[config.mk]
export PLATFORM = sky130hd
export DESIGN_NAME = cube_slice_rx_flat
export DESIGN_NICKNAME = d
export VERILOG_FILES = /design/src/rtl/cube_slice_rx_pkg.sv /design/src/rtl/cube_slice_rx_if.sv /design/src/rtl/cube_beat_index.sv /design/src/rtl/cube_slice_rx.sv /design/src/flat_wrapper.sv
export SDC_FILE = /design/constraint.sdc
export NUM_CORES = 1
export LEC_CHECK = 0
export CORE_AREA = 2 2 154 156
export DETAILED_ROUTE_END_ITERATION = 10
export DIE_AREA = 0 0 156 158
export PLACE_DENSITY_LB_ADDON = 0.15
export SLEW_MARGIN = 20
export SYNTH_ARGS = -nofsm -noshare
export SYNTH_HDL_FRONTEND = slang
export SYNTH_SLANG_ARGS = --single-unit
[constraint.sdc]
create_clock -name clk -period 5.1 [get_ports clk]
set_input_delay 1.02 -clock clk [delete_from_list [all_inputs] [get_ports clk]]
set_output_delay 1.02 -clock clk [all_outputs]
set_load 0.005 [all_outputs]
[src/rtl/cube_slice_rx_pkg.sv]
// Shared types for the cube slice link (receiver and future transmitter).
// A cube is [4:4][DIM-1:0][DIM-1:0][DIM-1:0], sent as DIM*DIM row beats.
package cube_slice_pkg;
  localparam int DIM   = 5;
  localparam int BEATS = DIM * DIM;
  localparam int CNT_W = 64;
  localparam int IDX_W = $clog2(BEATS);

  typedef logic [DIM-1:0] row_t;
  typedef logic [4:4][DIM-1:0][DIM-1:0][DIM-1:0] cube_t;
  typedef logic [IDX_W-1:0] idx_t;
  typedef logic [CNT_W-1:0] cnt_t;

  typedef enum logic {
    FILL,
    HOLD
  } state_t;
endpackage

[src/rtl/cube_slice_rx_if.sv]
// Slice-in / cube-out handshake bundle for cube_slice_rx.
// Optional x_seen present when CUBE_SLICE_RX_XCHECK_EN is defined.
interface cube_slice_rx_if;
  import cube_slice_pkg::*;

  logic  in_valid;
  logic  in_ready;
  row_t  in_data;
  logic  in_last;
  logic  out_valid;
  logic  out_ready;
  cube_t out_cube;
  cnt_t  out_frames;
  logic  err_framing;
`ifdef CUBE_SLICE_RX_XCHECK_EN
  logic  x_seen;

  modport master (
    output in_valid, in_data, in_last, out_ready,
    input  in_ready, out_valid, out_cube, out_frames,
    input  err_framing, x_seen
  );

  modport slave (
    input  in_valid, in_data, in_last, out_ready,
    output in_ready, out_valid, out_cube, out_frames,
    output err_framing, x_seen
  );
`else
  modport master (
    output in_valid, in_data, in_last, out_ready,
    input  in_ready, out_valid, out_cube, out_frames,
    input  err_framing
  );

  modport slave (
    input  in_valid, in_data, in_last, out_ready,
    output in_ready, out_valid, out_cube, out_frames,
    output err_framing
  );
`endif
endinterface

[src/rtl/cube_beat_index.sv]
// Beat index counter: wraps after BEATS-1, sync clear, last-beat flag.
// Shared between the slice receiver and transmitter.
module cube_beat_index
  import cube_slice_pkg::*;
(
  input  logic clk,
  input  logic rst,
  input  logic clr,
  input  logic inc,
  output idx_t idx,
  output logic is_last
);

  assign is_last = (idx == idx_t'(BEATS - 1));

  // Clear wins over increment; increment wraps on the last beat.
  always_ff @(posedge clk) begin
    if (rst || clr) begin
      idx <= '0;
    end else if (inc) begin
      idx <= is_last ? '0 : idx + 1'b1;
    end
  end

endmodule

[src/rtl/cube_slice_rx.sv]
// Reassembles DIM-bit row slices into a packed cube, MSB-first.
// Define CUBE_SLICE_RX_XCHECK_EN to add the sticky x_seen flag.
module cube_slice_rx
  import cube_slice_pkg::*;
(
  input  logic clk,
  input  logic rst,
  cube_slice_rx_if.slave bus
);

  state_t state;
  state_t state_nx;
  idx_t   idx;
  logic   is_last;
  logic   rdy;
  logic   vld;
  logic   take;
  logic   early;
  cube_t  cube;
  cnt_t   frames;
  logic   err;

  cube_beat_index u_idx (
    .clk     (clk),
    .rst     (rst),
    .clr     (early),
    .inc     (take),
    .idx     (idx),
    .is_last (is_last)
  );

  // State register.
  always_ff @(posedge clk) begin
    if (rst) state <= FILL;
    else     state <= state_nx;
  end

  // Handshake outputs and next state; HOLD exit and a new beat 0 may coincide.
  always_comb begin
    state_nx = state;
    rdy      = 1'b0;
    vld      = 1'b0;
    unique case (state)
      FILL: rdy = 1'b1;
      HOLD: begin
        vld = 1'b1;
        rdy = bus.out_ready;
      end
      default: ;
    endcase
    take  = bus.in_valid && rdy;
    early = take && bus.in_last && !is_last;
    if (vld && bus.out_ready) state_nx = FILL;
    if (take && is_last)      state_nx = HOLD;
  end

  // Cube storage, frame counter and sticky framing error.
  always_ff @(posedge clk) begin
    if (rst) begin
      cube   <= '0;
      frames <= '0;
      err    <= 1'b0;
    end else begin
      if (vld && bus.out_ready) frames <= frames + 1'b1;
      if (early || (take && is_last && !bus.in_last)) err <= 1'b1;
      for (int r = 0; r < DIM; r++) begin
        for (int c = 0; c < DIM; c++) begin
          if (take && idx == idx_t'(r * DIM + c))
            cube[4][DIM-1-r][DIM-1-c] <= bus.in_data;
        end
      end
    end
  end

  assign bus.in_ready    = rdy;
  assign bus.out_valid   = vld;
  assign bus.out_cube    = cube;
  assign bus.out_frames  = frames;
  assign bus.err_framing = err;

`ifdef CUBE_SLICE_RX_XCHECK_EN
  logic xs;

  // Sticky flag for any unknown bit on an accepted beat.
  always_ff @(posedge clk) begin
    if (rst)
      xs <= 1'b0;
    else if (take && ((^bus.in_data) === 1'bx))
      xs <= 1'b1;
  end

  assign bus.x_seen = xs;
`endif

endmodule

[src/flat_wrapper.sv]
// flat-port wrapper written by rule: the top's interface ports become plain ports
module cube_slice_rx_flat import cube_slice_pkg::*;
  (clk, rst, bus_in_valid, bus_in_data, bus_in_last, bus_out_ready, bus_in_ready, bus_out_valid, bus_out_cube, bus_out_frames, bus_err_framing);
  cube_slice_rx_if bus_i ();
  input  logic clk;
  input  logic rst;
  input wire logic [$bits(bus_i.in_valid)-1:0] bus_in_valid;
  input wire logic [$bits(bus_i.in_data)-1:0] bus_in_data;
  input wire logic [$bits(bus_i.in_last)-1:0] bus_in_last;
  input wire logic [$bits(bus_i.out_ready)-1:0] bus_out_ready;
  output wire logic [$bits(bus_i.in_ready)-1:0] bus_in_ready;
  output wire logic [$bits(bus_i.out_valid)-1:0] bus_out_valid;
  output wire logic [$bits(bus_i.out_cube)-1:0] bus_out_cube;
  output wire logic [$bits(bus_i.out_frames)-1:0] bus_out_frames;
  output wire logic [$bits(bus_i.err_framing)-1:0] bus_err_framing;
  assign bus_i.in_valid = bus_in_valid;
  assign bus_i.in_data = bus_in_data;
  assign bus_i.in_last = bus_in_last;
  assign bus_i.out_ready = bus_out_ready;
  assign bus_in_ready = bus_i.in_ready;
  assign bus_out_valid = bus_i.out_valid;
  assign bus_out_cube = bus_i.out_cube;
  assign bus_out_frames = bus_i.out_frames;
  assign bus_err_framing = bus_i.err_framing;
  cube_slice_rx u_core (.clk(clk), .rst(rst), .bus(bus_i));
endmodule
**Yosys cells after proc, flatten, opt, wreduce, memory -nomap -nowiden**

Cells that the tools add are included.

- Register bits: 196
- Latch bits: 0
- Bits in writable memories: 0
- Memory bits (read-only): 0
- Input port bits: 10
- Output and inout port bits: 192
- Memories kept: 0

- Add/sub/neg operators: 2
- $mul: 0
- Div/mod/pow operators: 0
- Magnitude comparators: 0
- Equality and inequality tests: 24
- Shift operators: 0
- Mux-type cells: 5
- Bitwise logic cells: 1
- Reductions and logical operators: 36

Operators by type and width:

| kind | number |
|---|---|
| adder 64 x 1 -> 64 bit (second input constant) | 1 |
| == test 5 bit (second input constant) | 9 |
| == test 5 x 4 -> 1 bit (second input constant) | 8 |
| logical AND 1 bit | 30 |
| == test 5 x 3 -> 1 bit (second input constant) | 4 |
| == test 5 x 2 -> 1 bit (second input constant) | 2 |
| adder 5 x 1 -> 5 bit (second input constant) | 1 |
| == test 5 x 1 -> 1 bit (second input constant) | 1 |
| logical NOT 5 bit | 1 |
| 2-to-1 mux 5 bit | 1 |
| 2-to-1 mux 1 bit | 3 |
| logical NOT 1 bit | 2 |
| logical OR 1 bit | 2 |
| one-hot mux 1 bit (2 select lines) | 1 |
| nonzero test 2 bit | 1 |
| inverter 1 bit | 1 |

**Longest topological paths before layout**

- Word-level depth: 6
- Gate-level depth with buffers: 8

**Cells and area by module**

A second synthesis with hierarchy kept.

- Cell total of the unflattened synthesis: 875
- Area total of the unflattened synthesis: 8105.3 um^2

By module, submodules not included:

| module | times used | cells an instance | area each (um^2) | seq. area each (um^2) |
|---|---|---|---|---|
| cube_slice_rx | 1 | 845 | 7827.5 | 3823.7 |
| cube_beat_index | 1 | 30 | 277.8 | 100.1 |

**Worst setup path before layout**

OpenSTA, ideal clock, no wires.

- Path kind: input to register
- Start point: input bus_out_ready
- End point: register u_core.frames[32] (netlist: u_core.bus.out_frames[32])
- Library setup time: 70 ps
- Data arrival time: 2376 ps
- Data required time: 5030 ps
- Slack: 2654 ps
- Cell stages on the path: 6
- Path buffers: 1
- Cell sequence: nand4_4 > nor4_4 > nand3_2 > buf_2 > or3_1 > a21oi_1

- Cells in the longest elaborated chain, start to end: 1

Ends and longest elaborated chain:

| item | RTL line | RTL |
|---|---|---|
| from (decl) | flat_wrapper.sv:10 | `input wire logic [$bits(bus_i.out_ready)-1:0] bus_out_ready;` |
| logical AND 1 bit | cube_slice_rx.sv:64 | `if (vld && bus.out_ready) frames <= frames + 1'b1;` |
| to (signal assigned) | cube_slice_rx.sv:64 |  |
| to (decl) | cube_slice_rx.sv:20 | `cnt_t frames;` |

Every way passes these cells.
A chain may end at the register's enable or synchronous reset.

**Worst setup path in the final report**

- Start point: input bus_out_ready
- End point: output bus_in_ready

- Cells in the longest elaborated chain, start to end: 1

Ends and longest elaborated chain:

| item | RTL line | RTL |
|---|---|---|
| one-hot mux 1 bit (2 select lines) | cube_slice_rx.sv:43 | `unique case (state)` |
| to (decl) | flat_wrapper.sv:11 | `output wire logic [$bits(bus_i.in_ready)-1:0] bus_in_ready;` |

Every way passes these cells.

==> impl_metrics.csv <==
group,metric,value,unit
outcome,outcome,"complete, no violations",
critical_path,r2r_cells,5,
placement,post-place-ws,1500,ps
synth,ys.warnings.count,0,
critical_path,path_class,"in2out",
critical_path,worstSetupEndpoint,"bus_in_ready",
drt,avgRoutedWirePerCell,17.1,um
clock_network,cts_buffers,17,
clock_network,postCtsSetupRepairBufs,0,
grt,grt_pass1_vias,6448,
clock_network,clk_pin_slew,70,ps
final_layout,drive_above_1_share,4.84,%
final_layout,layout_commonest_cell,"clkdlybuf4s50_1",
clock_network,cts_num_sinks,196,
run,cap_violations,0,
clock_network,cts_tree,"built",
synth,synth_fp_nets,884,
timing,period_minus_slack,3600,ps
floorplanning,ios,202,
placement,port_buffers,201,
synth,yosysSeqAreaShare,49.3,%
synth,synthXorXnorAreaFrac,3.41,%
final_layout,postLayoutCellArea,10800,um2
hold_path,min_path_type,"reg2reg",
drt,drt_iter0_drc,408,
critical_path,required,4080,ps
clock_network,clk_latency,450,ps
critical_path,reg2reg_slack,2550,ps
final_layout,final_util,46.7,%
synth,synth.distinct_cells,36,
power_and_ir_drop,peakVddDrop,198,uV
timing,finClkSkew,16.2,ps
final_layout,area_growth,35.2,%
synth,syn-mean-instance-area,9.17,um2
clock_network,cts_resized,0,
final_layout,multi_input_area,3790,um2
drt,drc,0,
timing,final-setup-viol-count,0,
floorplanning,start_util,34.5,%
synth,synth_fa_ha_area_share,0.943,%
grt,grt_overflow,0,
power_and_ir_drop,total_power,2.98,mW
synth,ys.flop_type,"dfxtp_1",
placement,dp_cells,1314,
grt,grt.total_usage,18.8,%
synth,synth_compound_area_share,5.92,%
drt,wl,23000,um
placement,dpl_cell_area,10200,um2
power_and_ir_drop,p_leak,3.80,nW
synth,syn-instance-count,868,
power_and_ir_drop,powerDensity,277,nW/um2
synth,synth_top_family_by_area,"simple AND/OR/NAND/NOR gates",
synth,synth_top_area_share,49.3,%
final_layout,regArea,3920,um2
placement,gp_congestion,0.783,
critical_path,cp-startpoint,"bus_out_ready",
final_layout,fill_cells,2248,
final_layout,final_cell_mix,"clkdlybuf4s50_1, dfxtp_1, nor2_1",
critical_path,r2r-end,"u_core.bus.out_frames[53]",
timing,fmax,278,MHz
synth,muxShareOfSynthArea,14.5,%
timing,final_hold_viol_count,0,
timing,rsz0062_at_grt,"no",
drt,drt_pre_antenna_iters,4,
final_layout,insertedDiodeCount,0,
placement,hpwl,15100,um
synth,yosysTopAreaCell,"dfxtp_1",
timing,worst_pin_slew,953,ps
floorplanning,core-area,23100,um2
synth,synth_seq_cells,196,
clock_network,cts_hold_buf,0,
grt,antenna_found_initial,0,
synth,synth_area_leaders,"dfxtp_1, mux2i_1, nor2_1",
timing,setup_slack,1500,ps
synth,synth_edf_count,0,
hold_path,hold_path_startpoint,"u_core.bus.out_cube[0]",
timing,whs,456,ps
timing,drv_slew,0,
drt,viasPerCell,4.94,
clock_network,cts_root_buf,"clkbuf_16",
final_layout,nNetsFinal,1059,
floorplanning,die_w,156,um
critical_path,cp.arrival,2580,ps
synth,synthSimpleGateAreaFrac,22.9,%
critical_path,start_kind,"input port",
timing,setup_tns,0,ps
grt,grt_max_degree,118,
grt,grt_pass1_wl,36000,um
critical_path,r2r_start,"u_core.bus.out_frames[10]",
synth,synth-async-reset-ratio,0,%
clock_network,clockBufferDepth,2,
clock_network,htree_levels,4,
timing,fin_crit_sh,70.6,%
floorplanning,die_y,158,um
floorplanning,die-area,24600,um2
drt,drt.antenna.violating_nets,0,
drt,route.vias.total,6645,
floorplanning,row_count,56,
critical_path,crit_fanout,8,
timing,slew_headroom,36.4,%
final_layout,final_cell_count_no_fill,1344,
synth,netlist_area,7960,um2
critical_path,end_kind,"output pin",
## cell type report
class                   instances  share of cell area [%]
clock buffers                  17                    3.95
inverters                       8                   0.279
clock inverters                13                    1.35
flip-flops and latches        196                    36.4
repair buffers                209                    19.4
well taps                     290                    3.37
multi-input cells             611                    35.2
## where the power goes
group          internal [mW]  leakage, nW  switching, mW
clock                  0.689        0.279          0.648
combinational         0.0326         1.95         0.0702
sequential              1.54         1.58        0.00424
total                   2.26         3.80          0.722
## per-layer routing
metal  vias up  GRT usage (%)  share of wire, %
met4         0           5.99               1.5
met3        20           6.32               6.8
met1      3106           23.7                46
met5         -              0                 0
li1       3360              -                 -
met2       159           30.3                46
## synthesized netlist by cell type (8+ instances only)
cell	number
a21oi_1	50
o21ai_0	27
inv_1	8
nand4_1	32
xor2_1	25
or4_1	10
buf_2	12
dfxtp_1	196
clkbuf_1	34
or3_1	29
nand2_1	49
nand3_1	39
o31ai_1	8
nor2_1	169
mux2i_1	115
## logic make-up after synthesis
group / Yosys count
flip-flops: 196
XOR/XNOR: 31
adder cells (fa/ha/maj): 6
AND/OR/NAND/NOR: 371
buffers and inverters: 61
multiplexers: 115
AO/OA/AOI/OAI: 88
## critical path, cell delays in order
cell and delay (ps):
clkdlybuf4s50_1 630, nand2b_1 330, clkdlybuf4s50_1 600
## how the worst min path moves through the flow
stage	to	cells past startpoint
global route	u_core.bus.out_cube[3]	2
detailed placement	u_core.bus.out_cube[0]	2
floorplan	u_core.bus.out_cube[0]	2
global placement	u_core.bus.out_cube[46]	2
finish	u_core.bus.out_cube[0]	2
CTS	u_core.bus.out_cube[0]	2
## flip-flops by register name, summed over array words and instances (netlist names)
name,cells
u_core.bus.err_framing,1
u_core.state,1
u_core.u_idx.idx,5
u_core.bus.out_frames,64
u_core.bus.out_cube,125
Power figures use the tool's default switching activity.
